--- config.mk ---
export PLATFORM = sky130hd
export DESIGN_NAME = calc_engine
export DESIGN_NICKNAME = d
export VERILOG_FILES = /design/src/rtl/calc_engine.sv
export SDC_FILE = /design/constraint.sdc
export NUM_CORES = 1
export LEC_CHECK = 0
export CORE_ASPECT_RATIO = 1.4
export CORE_MARGIN = 4
export CORE_UTILIZATION = 54
export CTS_CLUSTER_SIZE = 10
export DETAILED_ROUTE_END_ITERATION = 8
export PLACE_DENSITY = 0.78
export SLEW_MARGIN = 20
export SYNTH_ARGS = -nofsm -noshare
export SYNTH_HDL_FRONTEND = slang
export SYNTH_SLANG_ARGS = --single-unit
--- constraint.sdc ---
create_clock -name clk -period 3.9 [get_ports clk]
set_input_delay 0.78 -clock clk [delete_from_list [all_inputs] [get_ports clk]]
set_output_delay 0.78 -clock clk [all_outputs]
set_load 0.005 [all_outputs]
--- src/rtl/calc_engine.sv ---
// Handshaked multi-cycle unsigned add/sub/mul/div engine.
// Mul is shift-add (LSB of b first); div is restoring (MSB first).
module calc_engine #(
   parameter int WIDTH = 32
) (
   input  logic               clk,
   input  logic               rst_n,
   input  logic               in_valid,
   output logic               in_ready,
   input  logic [WIDTH-1:0]   op_a,
   input  logic [WIDTH-1:0]   op_b,
   input  logic [1:0]         op,
   output logic               out_valid,
   input  logic               out_ready,
   output logic [2*WIDTH-1:0] result,
   output logic               div_by_zero
);

   localparam int CW = $clog2(WIDTH + 1);
   localparam int RW = 2 * WIDTH;

   localparam logic [1:0] OP_ADD = 2'b00;
   localparam logic [1:0] OP_SUB = 2'b01;
   localparam logic [1:0] OP_MUL = 2'b10;
   localparam logic [1:0] OP_DIV = 2'b11;

   typedef enum logic [1:0] {
      IDLE = 2'b00,
      RUN  = 2'b01,
      DONE = 2'b10
   } state_t;

   state_t           state_q;
   state_t           state_d;
   logic [CW-1:0]    cnt_q;
   logic [1:0]       op_q;
   logic [WIDTH-1:0] opnd_q;
   logic [WIDTH-1:0] hi_q;
   logic [WIDTH-1:0] lo_q;
   logic [RW-1:0]    result_q;
   logic             dbz_q;

   logic             accept;
   logic             handshake;
   logic             last;
   logic             b_zero;
   logic             is_iter;

   logic [WIDTH:0]   mul_sum;
   logic [WIDTH:0]   div_sh;
   logic [WIDTH-1:0] div_rem;
   logic             div_ok;
   logic [WIDTH-1:0] hi_d;
   logic [WIDTH-1:0] lo_d;

   logic [RW-1:0]    a_x;
   logic [RW-1:0]    b_x;
   logic [RW-1:0]    imm;

   assign in_ready    = (state_q == IDLE);
   assign out_valid   = (state_q == DONE);
   assign result      = result_q;
   assign div_by_zero = dbz_q;

   assign accept    = in_valid && in_ready;
   assign handshake = out_valid && out_ready;
   assign last      = (cnt_q == CW'(WIDTH - 1));
   assign b_zero    = (op_b == '0);
   assign is_iter   = (op == OP_MUL) || ((op == OP_DIV) && !b_zero);

   always_ff @(posedge clk or negedge rst_n) begin
      if (!rst_n) begin
         state_q <= IDLE;
      end else begin
         state_q <= state_d;
      end
   end

   always_comb begin
      state_d = state_q;
      unique case (state_q)
         IDLE: begin
            if (accept) begin
               state_d = is_iter ? RUN : DONE;
            end
         end
         RUN: begin
            if (last) begin
               state_d = DONE;
            end
         end
         DONE: begin
            if (handshake) begin
               state_d = IDLE;
            end
         end
         default: state_d = IDLE;
      endcase
   end

   // {hi,lo} is the product (mul) or {remainder,quotient} (div)
   always_comb begin
      mul_sum = {1'b0, hi_q} + (lo_q[0] ? {1'b0, opnd_q} : '0);
      div_sh  = {hi_q, lo_q[WIDTH-1]};
      div_ok  = (div_sh >= {1'b0, opnd_q});
      div_rem = div_sh[WIDTH-1:0] - opnd_q;
      hi_d    = hi_q;
      lo_d    = lo_q;
      if (op_q == OP_MUL) begin
         hi_d = mul_sum[WIDTH:1];
         lo_d = {mul_sum[0], lo_q[WIDTH-1:1]};
      end else begin
         hi_d = div_ok ? div_rem : div_sh[WIDTH-1:0];
         lo_d = {lo_q[WIDTH-2:0], div_ok};
      end
   end

   always_comb begin
      a_x = {{WIDTH{1'b0}}, op_a};
      b_x = {{WIDTH{1'b0}}, op_b};
      imm = '0;
      unique case (1'b1)
         (op == OP_ADD): imm = a_x + b_x;
         (op == OP_SUB): imm = a_x - b_x;
         (op == OP_DIV): imm = {op_a, {WIDTH{1'b1}}};
         default:        imm = '0;
      endcase
   end

   always_ff @(posedge clk or negedge rst_n) begin
      if (!rst_n) begin
         cnt_q    <= '0;
         op_q     <= OP_ADD;
         opnd_q   <= '0;
         hi_q     <= '0;
         lo_q     <= '0;
         result_q <= '0;
         dbz_q    <= 1'b0;
      end else if (accept) begin
         op_q  <= op;
         cnt_q <= '0;
         hi_q  <= '0;
         dbz_q <= (op == OP_DIV) && b_zero;
         if (op == OP_MUL) begin
            opnd_q <= op_a;
            lo_q   <= op_b;
         end else begin
            opnd_q <= op_b;
            lo_q   <= op_a;
         end
         if (!is_iter) begin
            result_q <= imm;
         end
      end else if (state_q == RUN) begin
         hi_q  <= hi_d;
         lo_q  <= lo_d;
         cnt_q <= cnt_q + CW'(1);
         if (last) begin
            result_q <= {hi_d, lo_d};
         end
      end else if (handshake) begin
         dbz_q <= 1'b0;
      end
   end

endmodule

; ---- Word-level counts from Yosys, hierarchy flattened
; Index checks and enable logic that the tools add are counted.
[classes]
add_sub_neg = 5
magnitude_cmp = 1
n_eq_ne = 12
muxes = 25
reduce_logical = 15
[ops]
columns = op, count
row1 = $mux W32, 10
row2 = $mux W64, 4
row3 = $pmux W64 S3, 1
row4 = $add A32 B32 Y33, 2
row5 = $ge A33 B32 Y1, 1
row6 = $sub A32 B32 Y33, 1
row7 = $logic_not A32 Y1, 1
row8 = $sub A32 B32 Y32, 1
row9 = $mux W6, 2
row10 = $eq A2 B2 Y1 const B, 4
row11 = $mux W2, 4
row12 = $add A6 B1 Y6 const B, 1
row13 = $eq A6 B5 Y1 const B, 1
row14 = $ne A2 B2 Y1 const B, 3
row15 = $pmux W2 S3, 1
row16 = $reduce_and A3 Y1, 2
row17 = $reduce_bool A2 Y1, 3
row18 = $eq A2 B1 Y1 const B, 2
row19 = $logic_and A1 B1 Y1, 4
row20 = $logic_not A2 Y1, 2
row21 = $ne A2 B1 Y1 const B, 2
row22 = $mux W1, 3
row23 = $reduce_and A2 Y1, 1
row24 = $logic_not A1 Y1, 1
row25 = $logic_or A1 B1 Y1, 1
[word_totals]
reg_bits = 171
input_bits = 70
out_inout_bits = 67
wordCells = 66

; ---- Logic depth before layout (Yosys ltp)
[depth]
word_depth = 7
depth_mapped = 14

; ---- Worst setup path after synthesis
; No wires, ideal clock.
[synth_timing]
kind = reg-to-reg
from = register lo_q[0]
to = register result_q[59] (netlist: result[59])
arrival_time_ns = 3.529
required_time_ns = 3.835
slack_ns = 0.307
stages_incl_launch_ff = 15
n_path_buf = 1
synth_period_minus_slack_ns = 3.593
path_cell_list = dfrtp_1 -> clkbuf_1 -> and2_1 -> ha_1 -> fa_1 -> a21o_1 -> a2111oi_1 -> o2bb2ai_1 -> o31ai_1 -> a31oi_1 -> o21ai_0 -> xor2_1 -> nor2_1 -> a2111oi_0 -> a21o_1
[synth_between]
elab_chain_cells = 6
[synth_rtl]
columns = item, line
row1 = "start, declared", 39  ; logic [WIDTH-1:0] lo_q;
row2 = "start signal, assigned", 146  ; lo_q <= op_b;
row3 = "start signal, assigned", 149  ; lo_q <= op_a;
row4 = "start signal, assigned", 156  ; lo_q <= lo_d;
row5 = $mux W32, 103  ; mul_sum = {1'b0, hi_q} + (lo_q[0] ? {1'b0, opnd_q} : '0);
row6 = $add A32 B32 Y33, 103
row7 = $mux W32, 109  ; if (op_q == OP_MUL) begin
row8 = $mux W64, 158  ; if (last) begin
row9 = $mux W64, 154  ; end else if (state_q == RUN) begin
row10 = $mux W64, 139  ; end else if (accept) begin
row11 = "end signal, assigned", 152  ; result_q <= imm;
row12 = "end signal, assigned", 159  ; result_q <= {hi_d, lo_d};
row13 = "end, declared", 40  ; logic [RW-1:0] result_q;
; No other way between the ends. The select of a mux whose other input is x is not followed.
; A chain may end at the register's enable or synchronous reset.

; ---- Final worst setup path
[layout_timing]
from = register lo_q[0]
to = register hi_q[28]
[layout_between]
elab_chain_cells = 5
[layout_rtl]
columns = item, line
row1 = $mux W32, 103
row2 = $add A32 B32 Y33, 103
row3 = $mux W32, 109
row4 = $mux W32, 154
row5 = $mux W32, 139
row6 = "end signal, assigned", 155  ; hi_q <= hi_d;
row7 = "end, declared", 38  ; logic [WIDTH-1:0] hi_q;
; No other way between the ends. The select of a mux whose other input is x is not followed.

==> impl_results.md <==
* Cts bufs inserted at 17
* Post-Synthesis Cells at 2,201
* Worst slew margin relative to its limit at 34.5%
* Fill cells at 2,597
* Clock tree from TritonCTS: done
* Final critical-path share of the clock period at 97.3%
* Diodes inserted at 0
* Total track usage at 38.3%
* Average wire per cell in the routed design at 22.6 µm
* Lkg Pwr at 9.52 nW
* Setup slack of the most critical reg-to-reg path at 0.10 ns
* Deepest clock path buffer count at 2
* Max-slew violations at 0
* Number of standard-cell rows in the floorplan at 75
* Cell area after placement at 19,800 µm²
* Yosys warns at 0
* Final count of hold timing violations at 0
* Min Tclk post-route at 3.80 ns
* Critical path's most frequent cell: sky130_fd_sc_hd__a21oi_1
* Area share of the largest cell type after synthesis at 26.2%
* Power Dens Cells at 827 nW/µm²
* Htree depth at 4
* Die Area at 33,200 µm²
* Commonest cells after routing, fill and taps aside: 290 x sky130_fd_sc_hd__a21oi_1, 261 x sky130_fd_sc_hd__nor2_1, 259 x sky130_fd_sc_hd__buf_4
* Post-detail-place hpwl at 50.2 mm
* Initial cell density of the core at 54.6%
* Largest delay share family, worst path: compound AO/OA/AOI/OAI gates
* End-of-flow core utilization at 68.6%
* Final routed wirelength across all metal layers at 65.1 mm
* Iter 0 DRT Violations at 2,289
* Weighted congestion at the end of routability-driven global placement at 0.996
* Slew of the pin with the lowest slew margin at 0.980 ns
* Number of nets at the end of the flow at 2,684
* Antenna-violating nets left at 0
* Maximum capacitance violations at 0
* Clock insertion delay at the later pin of the skew report at 0.46 ns
* Launch point of the worst path: lo_q[0]
* Final instance count without filler cells at 2,878
* Number of optimization iterations in the first detailed-route pass at 8
* Most frequent standard cell in the layout excluding fill and tap cells: sky130_fd_sc_hd__a21oi_1
* Critical Setup Path Class: reg2reg
* Clock transition time at the flip-flop clock pins of the worst setup and hold paths at 0.07 ns
* VDD IR max at 379 µV
* Critical path launch point type: register
* Layout cell share with drive strength beyond 1 at 14.2%
* Synthesized cell area at 16,400 µm²
* Via count of the first global-routing pass at 18,400
* Ys flop type: sky130_fd_sc_hd__dfrtp_1
* Worst reg-to-reg path cell count at 14
* Sinks on Clock Net at 171
* Wire length of the first global-routing pass at 101 mm
* Total I/O pin count at 137
* Largest cells by area after synthesis: sky130_fd_sc_hd__dfrtp_1 26%, sky130_fd_sc_hd__ha_1 9.9%, sky130_fd_sc_hd__a21oi_1 8.9%
* Number of distinct library cells after synthesis at 79
* Worst clock skew on the final layout at 0.0118 ns
* Area leader, netlist: sky130_fd_sc_hd__dfrtp_1
* Post-Syn Area per Cell at 7.43 µm²
* Worst r2r dst: hi_q[28]
* Critical-path maximum fanout at 26
* Count of unresolved DRC violations after routing at 0
* Vias/cell at 6.50
* HP Class: in2async
* Outcome: complete, no violations
* Buffers and inverters on the worst path at 2
* Die width at 155 µm
* Upper clock frequency limit at 0.263 GHz
* Clk Tree Root Cell: sky130_fd_sc_hd__clkbuf_16
* Final number of setup-violating endpoints at 0
* Total nets after synthesis at 2,405
* Layout-stage area growth over the synthesis result at 25.6%
* FF-to-FF Start: lo_q[0]
* Overall via count from detail_route at 18,700
* Critical Path Sink: hi_q[28]
* Crit-path max cell delay at 0.43 ns
* Area of all placed cells without fillers at 20,500 µm²
* Grt total ovfl at 0
* Cell chain of the critical path: buf_4 > buf_8 > and2_1 > ha_2 > a211oi_2 > o21ai_1 > a21oi_1 > a21oi_1 > a311o_1 > a31o_2 > a221oi_2 > or4_1 > and4_1 > o21ai_0
* Arrival @ worst endpoint at 4.10 ns
* Crit-path slowest cell: sky130_fd_sc_hd__a311o_1
* Core ar. at 29,900 µm²
* Stages on worst setup path at 14
* Number of synthesized flops with an enable pin at 0
* Number of antenna violations at the first check in global routing at 0
* Critical Path Sink Type: register
* Largest net degree at the start of global routing at 94
* WP data required at 4.20 ns
* Async set or reset register ratio after synthesis at 100%
* Chip height at 214 µm
* Seq/Total Area, Yosys at 26.2%
* Post-synthesis sequential element count at 171
* Number of placed cells counting well taps at 2,842
* Number of I/O port buffers at 136
[through the flow]
step / hold WS, ns / setup slack, ns / power, W / setup TNS, ns
4_1_cts: 0.399 / -0.0217 / 0.0165 / -0.0217
6_report: 0.353 / 0.104 / 0.0170 / 0
5_1_grt: 0.420 / -0.0648 / 0.0182 / -0.0789
2_1_floorplan: 0.461 / 0.307 / 0.0106 / 0
3_5_place_dp: 0.476 / -0.613 / 0.0147 / -11.36
3_3_place_gp: 0.465 / -0.515 / 0.0144 / -9.12
[final cells by class]
class                           instances  area, µm²  share of cell area [%]
Timing Repair Buffer                  405       3500                    17.1
Tap cell                              385        482                    2.35
Inverter                              112        420                    2.05
Sequential cell                       171       4280                    20.8
Multi-Input combinational cell       1773      11300                    54.9
Clock inverter                         13        131                   0.640
Clock buffer                           19        443                    2.16
[worst reg2reg max path: stages (launching register included)]
cell	delay [ns]
sky130_fd_sc_hd__dfrtp_1	0.41
sky130_fd_sc_hd__buf_4	0.17
sky130_fd_sc_hd__buf_8	0.19
sky130_fd_sc_hd__and2_1	0.16
sky130_fd_sc_hd__ha_2	0.31
sky130_fd_sc_hd__a211oi_2	0.29
sky130_fd_sc_hd__o21ai_1	0.16
sky130_fd_sc_hd__a21oi_1	0.15
sky130_fd_sc_hd__a21oi_1	0.17
sky130_fd_sc_hd__a311o_1	0.43
sky130_fd_sc_hd__a31o_2	0.30
sky130_fd_sc_hd__a221oi_2	0.40
sky130_fd_sc_hd__or4_1	0.16
sky130_fd_sc_hd__and4_1	0.26
sky130_fd_sc_hd__o21ai_0	0.10
[synthesized netlist by cell type (all sizes together), types with 26 or more instances]
cell type	count
a211oi	47
a21o	54
a21oi	292
a31oi	50
and2	38
buf	26
clkbuf	119
dfrtp	171
ha	130
inv	112
mux2i	44
nand2	199
nand3	57
nor2	264
nor3	32
o211ai	32
o21ai	162
xnor2	47
xor2	29
[registers in the layout (all words and copies together) (netlist names)]
signal       flops
cnt_q            6
div_by_zero      1
hi_q            32
lo_q            32
op_q             2
opnd_q          32
result          64
state_q          2
[routing by layer]
layer / wire length, µm / GRT usage [%] / vias up
met1: 25800 / 50.7 / 8928
met2: 30200 / 61.4 / 1059
met3: 5510 / 5.25 / 216
li1: - / - / 8505
met5: 0 / 0 / -
met4: 3690 / 18.6 / 0
[worst min-delay path by stage]
stage | endpoint | depth (start not counted) | slack (ns) | start
global route | hi_q[26] | 1 | 0.42 | rst_n
finish | hi_q[26] | 1 | 0.35 | rst_n
detailed placement | result[43] | 1 | 0.48 | result[43]
global placement | result[2] | 1 | 0.46 | result[2]
floorplan | op_q[0] | 2 | 0.46 | op_q[0]
CTS | hi_q[26] | 1 | 0.40 | rst_n
[power by group]
| group | switching (W) | internal, W | total, W |
|---|---|---|---|
| sequential | 0.000878 | 0.00265 | 0.00353 |
| clock | 0.000815 | 0.000916 | 0.00173 |
| combinational | 0.00679 | 0.00494 | 0.0117 |
| total | 0.00849 | 0.00850 | 0.0170 |
[cell families (layout without fill, tap and decap cells)]
group	after synthesis	count (layout)	share of synthesized area [%]
DFF	171	171	26.2
xor gates and xnor gates	76	76	4.07
adders and majority gates	134	134	10.4
and+or+nand+nor	710	710	19.6
buffers and inverters	257	549	6.08
AOI/OAI and AO/OA	807	807	30.9
muxes	46	46	2.83
[what timing repair did]
action	CTS	global route
hold buffers	0	0
cloned	0	0
pin swaps	0	4
setup buffers	0	4
resized for setup	5	29
endpoints found under the setup margin	7	29
No activity file was read; power rests on OpenSTA's default activity.
